**src/rtl/axi_pkg.sv**
```systemverilog
`default_nettype none
// ============================================================================
//  Module      : axi_pkg
//  Description : Shared constants, route-FIFO entry type and AW FSM state
//                encoding for the AXI write-address router.
//  Revision    : 1.0  initial release
// ============================================================================
package axi_pkg;

    // Default configuration of the router
    localparam int C_NUM_M       = 3;
    localparam int C_NUM_S       = 6;
    localparam int C_ID_W        = 4;
    localparam int C_IDS_W       = 8;
    localparam int C_ADDR_W      = 32;
    localparam int C_LEN_W       = 4;
    localparam int C_SIZE_W      = 3;
    localparam int C_ROUTE_DEPTH = 4;

    // Index widths at the default configuration
    localparam int C_MI_W = $clog2(C_NUM_M);
    localparam int C_SI_W = $clog2(C_NUM_S + 1);

    // One route-FIFO entry: which master sent the burst, which slave took it
    typedef struct packed {
        logic [C_MI_W-1:0] mst;
        logic [C_SI_W-1:0] slv;
    } route_t;

    // AW channel controller states
    typedef enum logic [1:0] {
        ST_IDLE  = 2'd0,
        ST_ISSUE = 2'd1,
        ST_ERR   = 2'd2
    } aw_state_t;

endpackage
`default_nettype wire

```
**src/rtl/axi_route_fifo.sv**
```systemverilog
`default_nettype none
// ============================================================================
//  Module      : axi_route_fifo
//  Description : Synchronous FIFO holding the master->slave order of accepted
//                write bursts. Push when full and pop when empty are ignored.
//  Revision    : 1.0  initial release
// ============================================================================
module axi_route_fifo #(
    parameter int WIDTH = 5,
    parameter int DEPTH = 4
) (
    input  logic             clk,
    input  logic             rst,
    input  logic             push,
    input  logic [WIDTH-1:0] din,
    input  logic             pop,
    output logic [WIDTH-1:0] dout,
    output logic             full,
    output logic             empty
);

    localparam int c_PTR_W = $clog2(DEPTH);

    logic [WIDTH-1:0] r_mem [DEPTH];
    logic [c_PTR_W:0] r_wr_ptr;
    logic [c_PTR_W:0] r_rd_ptr;
    logic             w_do_push;
    logic             w_do_pop;

    // Extra pointer bit distinguishes full from empty when the indices match
    always_comb begin
        empty     = (r_wr_ptr == r_rd_ptr);
        full      = (r_wr_ptr[c_PTR_W] != r_rd_ptr[c_PTR_W]) &&
                    (r_wr_ptr[c_PTR_W-1:0] == r_rd_ptr[c_PTR_W-1:0]);
        w_do_push = push && !full;
        w_do_pop  = pop && !empty;
        dout      = r_mem[r_rd_ptr[c_PTR_W-1:0]];
    end

    // Storage and pointer update; storage is cleared so the head reads zero out of reset
    always_ff @(posedge clk or posedge rst) begin
        if (rst) begin
            r_wr_ptr <= '0;
            r_rd_ptr <= '0;
            for (int i = 0; i < DEPTH; i++) begin
                r_mem[i] <= '0;
            end
        end else begin
            if (w_do_push) begin
                r_mem[r_wr_ptr[c_PTR_W-1:0]] <= din;
                r_wr_ptr                     <= r_wr_ptr + 1'b1;
            end
            if (w_do_pop) begin
                r_rd_ptr <= r_rd_ptr + 1'b1;
            end
        end
    end

endmodule
`default_nettype wire

```
**src/rtl/axi_aw_router.sv**
```systemverilog
`default_nettype none
// ============================================================================
//  Module      : axi_aw_router
//  Description : AXI write-address interconnect stage. Round-robin arbitration
//                over NUM_M masters, one registered address slice, address
//                decode to NUM_S slaves with an internal DECERR slave, master
//                index ID extension and a write-route FIFO for the W/B logic.
//  Revision    : 1.0  initial release
// ============================================================================
module axi_aw_router
    import axi_pkg::*;
#(
    parameter int NUM_M       = C_NUM_M,
    parameter int NUM_S       = C_NUM_S,
    parameter int ID_W        = C_ID_W,
    parameter int IDS_W       = C_IDS_W,
    parameter int ADDR_W      = C_ADDR_W,
    parameter int LEN_W       = C_LEN_W,
    parameter int SIZE_W      = C_SIZE_W,
    parameter int ROUTE_DEPTH = C_ROUTE_DEPTH,
    parameter logic [NUM_S*ADDR_W-1:0] SLV_BASE = {32'h0005_0000, 32'h0004_0000,
                                                   32'h0003_0000, 32'h0002_0000,
                                                   32'h0001_0000, 32'h0000_0000},
    parameter logic [NUM_S*ADDR_W-1:0] SLV_MASK = {NUM_S{32'hFFFF_0000}},
    localparam int MI_W = (NUM_M > 1) ? $clog2(NUM_M) : 1,
    localparam int SI_W = $clog2(NUM_S + 1)
) (
    input  logic                    clk,
    input  logic                    rst,
    input  logic [NUM_M*ID_W-1:0]   awid_m,
    input  logic [NUM_M*ADDR_W-1:0] awaddr_m,
    input  logic [NUM_M*LEN_W-1:0]  awlen_m,
    input  logic [NUM_M*SIZE_W-1:0] awsize_m,
    input  logic [NUM_M*2-1:0]      awburst_m,
    input  logic [NUM_M-1:0]        awvalid_m,
    output logic [NUM_M-1:0]        awready_m,
    output logic [IDS_W-1:0]        awid_s,
    output logic [ADDR_W-1:0]       awaddr_s,
    output logic [LEN_W-1:0]        awlen_s,
    output logic [SIZE_W-1:0]       awsize_s,
    output logic [1:0]              awburst_s,
    output logic [NUM_S-1:0]        awvalid_s,
    input  logic [NUM_S-1:0]        awready_s,
    output logic                    route_valid,
    output logic [MI_W-1:0]         route_mst,
    output logic [SI_W-1:0]         route_slv,
    input  logic                    route_pop,
    output logic                    decerr_valid,
    output logic [IDS_W-1:0]        decerr_id
);

    aw_state_t         r_state;
    aw_state_t         w_state_nxt;
    logic              r_up;
    logic [MI_W-1:0]   r_rr_ptr;

    logic [NUM_M-1:0]  w_req_rot;
    logic [MI_W-1:0]   w_off;
    logic [MI_W:0]     w_gnt_sum;
    logic              w_gnt_valid;
    logic [MI_W-1:0]   w_gnt_idx;
    logic              w_hs;
    logic              w_slv_ready;

    logic [ID_W-1:0]   w_sel_id;
    logic [ADDR_W-1:0] w_sel_addr;
    logic [LEN_W-1:0]  w_sel_len;
    logic [SIZE_W-1:0] w_sel_size;
    logic [1:0]        w_sel_burst;
    logic [SI_W-1:0]   w_dec_slv;
    logic [IDS_W-1:0]  w_ext_id;

    logic [IDS_W-1:0]  r_id;
    logic [ADDR_W-1:0] r_addr;
    logic [LEN_W-1:0]  r_len;
    logic [SIZE_W-1:0] r_size;
    logic [1:0]        r_burst;
    logic [SI_W-1:0]   r_slv;

    logic              w_fifo_full;
    logic              w_fifo_empty;
    logic [MI_W+SI_W-1:0] w_fifo_head;

    // Round-robin pick: rotate requests so the RR pointer sits at bit 0, take the lowest set bit
    always_comb begin
        w_req_rot   = NUM_M'({awvalid_m, awvalid_m} >> r_rr_ptr);
        w_gnt_valid = 1'b0;
        w_off       = '0;
        for (int i = NUM_M - 1; i >= 0; i--) begin
            if (w_req_rot[i]) begin
                w_gnt_valid = 1'b1;
                w_off       = MI_W'(i);
            end
        end
        w_gnt_sum = {1'b0, r_rr_ptr} + {1'b0, w_off};
        if (w_gnt_sum >= (MI_W+1)'(NUM_M)) begin
            w_gnt_sum = w_gnt_sum - (MI_W+1)'(NUM_M);
        end
        w_gnt_idx = w_gnt_sum[MI_W-1:0];
    end

    // Field mux for the granted master, lowest-index address decode, ID extension
    always_comb begin
        w_sel_id    = '0;
        w_sel_addr  = '0;
        w_sel_len   = '0;
        w_sel_size  = '0;
        w_sel_burst = '0;
        for (int m = 0; m < NUM_M; m++) begin
            if (w_gnt_idx == MI_W'(m)) begin
                w_sel_id    = awid_m[m*ID_W +: ID_W];
                w_sel_addr  = awaddr_m[m*ADDR_W +: ADDR_W];
                w_sel_len   = awlen_m[m*LEN_W +: LEN_W];
                w_sel_size  = awsize_m[m*SIZE_W +: SIZE_W];
                w_sel_burst = awburst_m[m*2 +: 2];
            end
        end
        w_dec_slv = SI_W'(NUM_S);
        for (int s = NUM_S - 1; s >= 0; s--) begin
            if ((w_sel_addr & SLV_MASK[s*ADDR_W +: ADDR_W]) == SLV_BASE[s*ADDR_W +: ADDR_W]) begin
                w_dec_slv = SI_W'(s);
            end
        end
        w_ext_id                 = '0;
        w_ext_id[ID_W-1:0]       = w_sel_id;
        w_ext_id[ID_W +: MI_W]   = w_gnt_idx;
    end

    // FSM state register
    always_ff @(posedge clk or posedge rst) begin
        if (rst) begin
            r_state <= ST_IDLE;
        end else begin
            r_state <= w_state_nxt;
        end
    end

    // FSM next state and slave-side outputs; a full route FIFO blocks the grant
    always_comb begin
        w_state_nxt  = r_state;
        w_hs         = 1'b0;
        w_slv_ready  = 1'b0;
        awvalid_s    = '0;
        decerr_valid = 1'b0;
        decerr_id    = '0;
        case (r_state)
            ST_IDLE: begin
                w_hs = r_up && w_gnt_valid && !w_fifo_full;
                if (w_hs) begin
                    w_state_nxt = (w_dec_slv == SI_W'(NUM_S)) ? ST_ERR : ST_ISSUE;
                end
            end
            ST_ISSUE: begin
                for (int s = 0; s < NUM_S; s++) begin
                    awvalid_s[s] = (r_slv == SI_W'(s));
                    if (awvalid_s[s] && awready_s[s]) begin
                        w_slv_ready = 1'b1;
                    end
                end
                if (w_slv_ready) begin
                    w_state_nxt = ST_IDLE;
                end
            end
            ST_ERR: begin
                decerr_valid = 1'b1;
                decerr_id    = r_id;
                w_state_nxt  = ST_IDLE;
            end
            default: begin
                w_state_nxt = ST_IDLE;
            end
        endcase
    end

    // Ready goes only to the granted master, and only when the handshake can complete
    always_comb begin
        for (int m = 0; m < NUM_M; m++) begin
            awready_m[m] = w_hs && (w_gnt_idx == MI_W'(m));
        end
    end

    // Address slice, RR pointer and post-reset enable (keeps awready_m low while in reset)
    always_ff @(posedge clk or posedge rst) begin
        if (rst) begin
            r_up     <= 1'b0;
            r_rr_ptr <= '0;
            r_id     <= '0;
            r_addr   <= '0;
            r_len    <= '0;
            r_size   <= '0;
            r_burst  <= '0;
            r_slv    <= '0;
        end else begin
            r_up <= 1'b1;
            if (w_hs) begin
                r_rr_ptr <= (w_gnt_idx == MI_W'(NUM_M - 1)) ? '0 : w_gnt_idx + 1'b1;
                r_id     <= w_ext_id;
                r_addr   <= w_sel_addr;
                r_len    <= w_sel_len;
                r_size   <= w_sel_size;
                r_burst  <= w_sel_burst;
                r_slv    <= w_dec_slv;
            end
        end
    end

    assign awid_s    = r_id;
    assign awaddr_s  = r_addr;
    assign awlen_s   = r_len;
    assign awsize_s  = r_size;
    assign awburst_s = r_burst;

    axi_route_fifo #(
        .WIDTH (MI_W + SI_W),
        .DEPTH (ROUTE_DEPTH)
    ) u_route_fifo (
        .clk   (clk),
        .rst   (rst),
        .push  (w_hs),
        .din   ({w_gnt_idx, w_dec_slv}),
        .pop   (route_pop),
        .dout  (w_fifo_head),
        .full  (w_fifo_full),
        .empty (w_fifo_empty)
    );

    assign route_valid = !w_fifo_empty;
    assign route_mst   = w_fifo_head[SI_W +: MI_W];
    assign route_slv   = w_fifo_head[SI_W-1:0];

endmodule
`default_nettype wire

```
**config.mk**
```make
export PLATFORM = sky130hd
export DESIGN_NAME = axi_aw_router
export DESIGN_NICKNAME = d
export VERILOG_FILES = /design/src/rtl/axi_pkg.sv /design/src/rtl/axi_route_fifo.sv /design/src/rtl/axi_aw_router.sv
export SDC_FILE = /design/constraint.sdc
export NUM_CORES = 1
export LEC_CHECK = 0
export ABC_AREA = 0
export CORE_MARGIN = 10
export CORE_UTILIZATION = 42
export DETAILED_ROUTE_END_ITERATION = 12
export GPL_TIMING_DRIVEN = 0
export PLACE_DENSITY = 0.8
export SETUP_SLACK_MARGIN = 0.15
export SYNTH_ARGS = -nofsm -noshare
export SYNTH_HDL_FRONTEND = slang
export SYNTH_SLANG_ARGS = --single-unit
```
**constraint.sdc**
```tcl
create_clock -name clk -period 4.7 [get_ports clk]
set_input_delay 0.705 -clock clk [delete_from_list [all_inputs] [get_ports clk]]
set_output_delay 0.705 -clock clk [all_outputs]
set_load 0.02 [all_outputs]
```
# Word-level counts from Yosys, hierarchy flattened
# Cells that the tools add are included.
dict set report totals {
  register_bits 81
  inputBits 147
}
dict set report classes {
  bitwise 2
  eq_ne 20
  shift 1
  addsub 5
  magnitude_cmp 4
  n_reduce_logical 22
  mux 50
}
# operator count
set op_table {}
lappend op_table {{32-bit 2-to-1 mux} 3}
lappend op_table {{16-bit by 2-bit == test with 1-bit output, second input constant} 2}
lappend op_table {{16-bit by 3-bit == test with 1-bit output, second input constant} 2}
lappend op_table {{32-bit logical NOT} 1}
lappend op_table {{2-bit 2-to-1 mux} 12}
lappend op_table {{3-bit 2-to-1 mux} 8}
lappend op_table {{4-bit 2-to-1 mux} 6}
lappend op_table {{20-bit bitwise mux} 1}
lappend op_table {{16-bit by 1-bit == test with 1-bit output, second input constant} 1}
lappend op_table {{1-bit logical AND} 15}
lappend op_table {{5-bit 2-to-1 mux} 3}
lappend op_table {{1-bit 2-to-1 mux} 12}
lappend op_table {{6-bit 2-to-1 mux} 2}
lappend op_table {{5-bit binary-select mux with 2-bit select} 1}
lappend op_table {{5-bit demux with 2-bit select} 1}
lappend op_table {{3-bit == test, second input constant} 3}
lappend op_table {{3-bit by 1-bit adder with 3-bit output, second input constant} 2}
lappend op_table {{3-bit by 2-bit == test with 1-bit output, second input constant} 2}
lappend op_table {{3-bit greater-or-equal comparator, second input constant} 2}
lappend op_table {{2-bit NOT with 3-bit output} 2}
lappend op_table {{6-bit by 2-bit >> shifter with 3-bit output} 1}
lappend op_table {{2-bit by 1-bit == test with 1-bit output, second input constant} 2}
lappend op_table {{2-bit == test, second input constant} 2}
lappend op_table {{2-bit logical NOT} 2}
lappend op_table {{14 further kinds} 16}

# Logic depth before layout (Yosys ltp)
dict set report depth {
  word_depth 22
  ltp_mapped 20
  depth_no_buf 15
}

# Hierarchy
# Synthesis repeated with hierarchy kept, for this count alone.
dict set report hier_totals {
  cells_unflattened 515
  hier_area_um2 4852.2
}
# module area_each_um2 cells_per_inst n_inst
set by_module_without_submodules {}
lappend by_module_without_submodules {axi_aw_router 3468.3 421 1}
lappend by_module_without_submodules {axi_route_fifo 1383.8 94 1}

# Least setup slack after synthesis
# No wires, ideal clock.
dict set report synth_path {
  path_kind {input port to output port}
  from {input port awvalid_m[1]}
  to {output port awready_m[0]}
  required_ps 3995
  t_arrival_ps 3779
  path_slack_ps 216
  path_stages 16
  path_buffers 4
  cell_sequence {nor2b_1 -> a211oi_1 -> a21oi_1 -> ha_1 -> inv_1 -> fa_1 -> inv_1 -> ha_1 -> nand2b_1 -> clkbuf_1 -> clkbuf_1 -> nor2_1 -> o22ai_1 -> buf_1 -> clkbuf_1 -> and3_1}
}
dict set report synth_via {
  elab_chain_len 9
  word_cells_on_any_way 16
  cone_classes {add/sub (2); order compare (1); shift (1); mux (8); reduce/logical (4)}
}
# element line_no
set synth_lines {}
lappend synth_lines {{start: declaration} axi_aw_router.sv:35} ;# input logic [NUM_M-1:0] awvalid_m,
lappend synth_lines {{6-bit by 2-bit >> shifter with 3-bit output *} axi_aw_router.sv:86} ;# w_req_rot = NUM_M'({awvalid_m, awvalid_m} >> r_rr_ptr);
lappend synth_lines {{2-bit 2-to-1 mux (3 in series)} axi_aw_router.sv:90} ;# if (w_req_rot[i]) begin
lappend synth_lines {{2-bit by 2-bit adder with 3-bit output} axi_aw_router.sv:95} ;# w_gnt_sum = {1'b0, r_rr_ptr} + {1'b0, w_off};
lappend synth_lines {{3-bit by 2-bit greater-or-equal comparator with 1-bit output or 2-bit subtractor (tied branches)} {axi_aw_router.sv:96, axi_aw_router.sv:97}}
lappend synth_lines {{2-bit 2-to-1 mux} axi_aw_router.sv:96} ;# if (w_gnt_sum >= (MI_W+1)'(NUM_M)) begin
lappend synth_lines {{2-bit logical NOT} axi_aw_router.sv:178} ;# awready_m[m] = w_hs && (w_gnt_idx == MI_W'(m));
lappend synth_lines {{1-bit logical AND *} axi_aw_router.sv:178}
lappend synth_lines {{end: declaration} axi_aw_router.sv:36} ;# output logic [NUM_M-1:0] awready_m,
# Mark *: on every way between the ends. The rest lies on a longest branch, timed or not.

# Final worst setup path
dict set report layout_path {
  from {input port awvalid_m[2]}
  to {register u_route_fifo.r_mem[1] (netlist name)}
}
dict set report layout_via {
  elab_chain_len 19
  word_cells_on_any_way 34
  cone_classes {add/sub (2); order compare (1); eq/ne (7); shift (1); mux (18); reduce/logical (5)}
}
# element line_no
set layout_lines {}
lappend layout_lines {{6-bit by 2-bit >> shifter with 3-bit output *} axi_aw_router.sv:86}
lappend layout_lines {{2-bit 2-to-1 mux (3 in series)} axi_aw_router.sv:90}
lappend layout_lines {{2-bit by 2-bit adder with 3-bit output} axi_aw_router.sv:95}
lappend layout_lines {{3-bit by 2-bit greater-or-equal comparator with 1-bit output or 2-bit subtractor (tied branches)} {axi_aw_router.sv:96, axi_aw_router.sv:97}}
lappend layout_lines {{2-bit 2-to-1 mux} axi_aw_router.sv:96}
lappend layout_lines {{2-bit logical NOT} axi_aw_router.sv:110} ;# if (w_gnt_idx == MI_W'(m)) begin
lappend layout_lines {{32-bit 2-to-1 mux (3 in series)} axi_aw_router.sv:110}
lappend layout_lines {{16-bit by 3-bit == test with 1-bit output} axi_aw_router.sv:120} ;# if ((w_sel_addr & SLV_MASK[s*ADDR_W +: ADDR_W]) == SLV_BASE[s*ADDR_W +: ADDR_W]) begin
lappend layout_lines {{2-bit 2-to-1 mux} axi_aw_router.sv:120}
lappend layout_lines {{3-bit 2-to-1 mux (5 in series)} axi_aw_router.sv:120}
lappend layout_lines {{20-bit bitwise mux} axi_route_fifo.sv:50} ;# r_mem[r_wr_ptr[c_PTR_W-1:0]] <= din;
lappend layout_lines {{end signal: indexed assignment} axi_route_fifo.sv:50}
lappend layout_lines {{end: declaration} axi_route_fifo.sv:24} ;# logic [WIDTH-1:0] r_mem [DEPTH];
# Marked as above.
# A chain may end at the register's enable or synchronous reset.

==> metrics.csv <==
metric,value,unit
total_power,6530,uW
clk-insertion-delay-late,360,ps
synth_largest_type_area_fraction,43.3,%
ys_async_rst_share,100,%
detail_route.first_pass.iterations,5,
outcome,completed,
cellLeakagePower,0.00310,uW
coreArea,10900,um^2
drt_wl_total,17.4,mm
critPathLaunch,awvalid_m[2],
flow.area_growth_from_synthesis,58.9,%
worst_clock_skew,17.6,ps
start_util,43.0,%
num-nets-final,881,
vias_in_the_first_global_route,5197,
crit_chain,buf_2 > nand2b_4 > nor2_2 > a211oi_1 > a21oi_1 > ha_2 > inv_1 > fa_2 > inv_2 > ha_4 > and3b_4 > mux2_4 > buf_8 > a221o_1 > or4_4 > nor4_4 > buf_4 > a31oi_1,
maxSlewHeadroom,55.0,%
timing.critical_path.from_type,input port,
yosys-top-cells-area,"sky130_fd_sc_hd__dfrtp_1, sky130_fd_sc_hd__mux2i_1, sky130_fd_sc_hd__nand2_1",
antenna_found_initial,0,
postSynthAreaPerCell,9.65,um^2
portBuffers,215,
grt_max_degree,68,
antenna_left,0,
report.final.slew_viol_count,0,
rows,38,
worstHoldPathType,register to register,
end_kind,register,
synth-warning-count,0,
first_iter_violations,296,
critical_path_required,4900,ps
achievable-frequency,223,MHz
die_height,126,um
critPathMaxFanout,10,
clock_tree.root_cell,sky130_fd_sc_hd__clkbuf_8,
drt-wirelength-per-cell,20.0,um
max_cap_violations,0,
power_per_cell_area,878,nW/um^2
clock_tree_from_tritoncts,yes,
ys_ff_latch,81,
final.hold.worst_slack,487,ps
register_area_share_after_synthesis,43.3,%
cts_hold_repair.buffers,0,
netlist_top_cells_count,"sky130_fd_sc_hd__dfrtp_1, sky130_fd_sc_hd__nand2_1, sky130_fd_sc_hd__mux2i_1",
final_cell_area,7440,um^2
synth_ff_type,sky130_fd_sc_hd__dfrtp_1,
critical-path-top-delay-family,simple AND/OR/NAND/NOR gates,
period_needed,4480,ps
synth_enable_flop_cells,0,
worstPathBufferInverterCount,5,
die_area,15800,um^2
num_io_pins,220,
netlist_area,4680,um^2
timing_worst_setup_path_type,input port to register,
die_span_x,126,um
final_layout_size_suffix_gt1_share,10.9,%
maximum_number_of_buffers_from_clock_root_to_sink,2,
gr-usage-all-layers,21.1,%
grt_setup_unrepaired,no,
timing_worst_slew_pin_value,674,ps
report.final.setup_viol,0,
cp.arrival,4680,ps
layout_worst_path_cycle_share,95.3,%
detailed_place.area,7050,um^2
numClockSinks,81,
yosys.cell_count.top_type,sky130_fd_sc_hd__dfrtp_1,
vias,4732,
hold_start,awaddr_s[20]$_DFFE_PP0P_,
irDropWorstVdd,0.552,mV
yosys.area.top_type,sky130_fd_sc_hd__dfrtp_1,
residual_drc_count,0,
reg2reg_from,r_rr_ptr[1]$_DFFE_PP0P_,
diodes,0,
hold_violations,0,
ctsHtreeMaxLevel,3,
crit_path_max_incr_delay,550,ps
drt-vias-per-instance,5.43,
slowest_stage,sky130_fd_sc_hd__fa_2,
place.gp.congestion,0.817,
grt.overflow.total,0,
cts.reportedPaths.clkPinSlew,80,ps
yosys.cell_types.count,53,
dpl.hpwl,13.8,mm
numCtsBuffers,9,
grt_pass1_wl,27.4,mm
synthCells,485,
## state kept, by name, indices dropped and copies added, names as in the netlist
register,cells
awaddr_s,32
awburst_s,2
awid_s,6
awlen_s,4
awsize_s,3
r_rr_ptr,2
r_slv,3
r_state,2
r_up,1
u_route_fifo.r_mem,20
u_route_fifo.r_rd_ptr,3
u_route_fifo.r_wr_ptr,3
## worst paths after layout
kind	endpoint	depth (start not counted)	slack, ps
max	u_route_fifo.r_mem[1]$_DFFE_PP0P_	18	220
min in group asynchronous	awaddr_s[17]$_DFFE_PP0P_	2	620
min reg2reg	awaddr_s[20]$_DFFE_PP0P_	2	490
min	awaddr_s[20]$_DFFE_PP0P_	2	490
max in group asynchronous	awaddr_s[8]$_DFFE_PP0P_	3	3480
max reg2reg	u_route_fifo.r_mem[1]$_DFFE_PP0P_	16	260
## worst reg2reg max path: stages (launching register included)
cell                      delay (ps)
sky130_fd_sc_hd__dfrtp_1         390
sky130_fd_sc_hd__buf_6           140
sky130_fd_sc_hd__nor4b_1         280
sky130_fd_sc_hd__a21oi_1          70
sky130_fd_sc_hd__nor2_1          150
sky130_fd_sc_hd__a31oi_2          70
sky130_fd_sc_hd__fa_2            580
sky130_fd_sc_hd__inv_2            60
sky130_fd_sc_hd__ha_4            160
sky130_fd_sc_hd__and3b_4         310
sky130_fd_sc_hd__mux2_4          340
sky130_fd_sc_hd__buf_8           150
sky130_fd_sc_hd__a221o_1         360
sky130_fd_sc_hd__or4_4           520
sky130_fd_sc_hd__nor4_4          420
sky130_fd_sc_hd__buf_4           220
sky130_fd_sc_hd__a31oi_1          90
## power by group
group / switching [uW] / leakage, uW / total (uW) / internal [uW]
registers: 188 / 0.000951 / 1200 / 1010
logic: 2690 / 0.00205 / 4810 / 2130
clock network: 257 / 0.000101 / 519 / 262
## final cells by class
| type | count | area [um^2] |
|---|---|---|
| multi-input combinational | 347 | 2480 |
| sequential | 81 | 2030 |
| tap | 140 | 175 |
| buffer | 41 | 243 |
| clock inverter | 4 | 52.6 |
| fill | 881 | 3450 |
| timing repair buffer | 227 | 2240 |
| inverter | 19 | 73.8 |
| clock buffer | 12 | 145 |
## cell families after synthesis
kind of cell	Yosys count	share of synthesized area, %
adder cells (fa/ha/maj)	8	2.30
multiplexers	38	9.86
AO/OA/AOI/OAI	143	22.4
XOR/XNOR	7	1.31
flip-flops	81	43.3
buffers and inverters	60	5.59
AND/OR/NAND/NOR	146	15.0
other	2	0.160
## metrics by stage
stage	std cells	worst slack, ps	util [%]	TNS (ps)
after floorplan	488	216	-	0
after global placement	843	-1570	64.5	-27130
after global routing	871	150	68.3	0
after CTS	869	183	68.0	0
final	871	221	68.3	0
after detailed placement	844	-1650	64.8	-33610
## repair_timing
action,in CTS,in global routing
gates resized for setup,49,21
gates cloned,1,0
pin swaps,3,6
setup buffers,8,2
setup endpoints to repair,56,20
## per-layer routing
metal / GRT usage [%] / share of wire (%) / routed length, um / up-vias
li1: - / - / - / 2228
met3: 4.86 / 5.9 / 1030 / 21
met2: 39.3 / 54 / 9440 / 151
met5: 0 / 0 / 0 / -
met1: 23.2 / 38 / 6670 / 2332
met4: 6.10 / 1.6 / 275 / 0
## layout by cell type (no fill, tap or decap), drive strengths merged, types with 4 or more instances in the layout
cell type,Yosys,routed
a221o,8,8
ha,7,7
and2,16,16
a31oi,11,11
a2111oi,12,12
nand2b,4,4
xnor2,4,4
o21ai,22,22
o21a,28,28
a221oi,5,5
a21o,4,4
a21oi,9,9
nand2,79,79
conb,2,5
nor2,24,24
buf,12,31
o211ai,28,28
inv,19,19
a32o,7,7
dfrtp,81,81
mux2i,30,30
clkbuf,29,39
clkdlybuf4s50,0,209
mux4,6,6
Note: power is estimated with default switching activity, not from simulation.
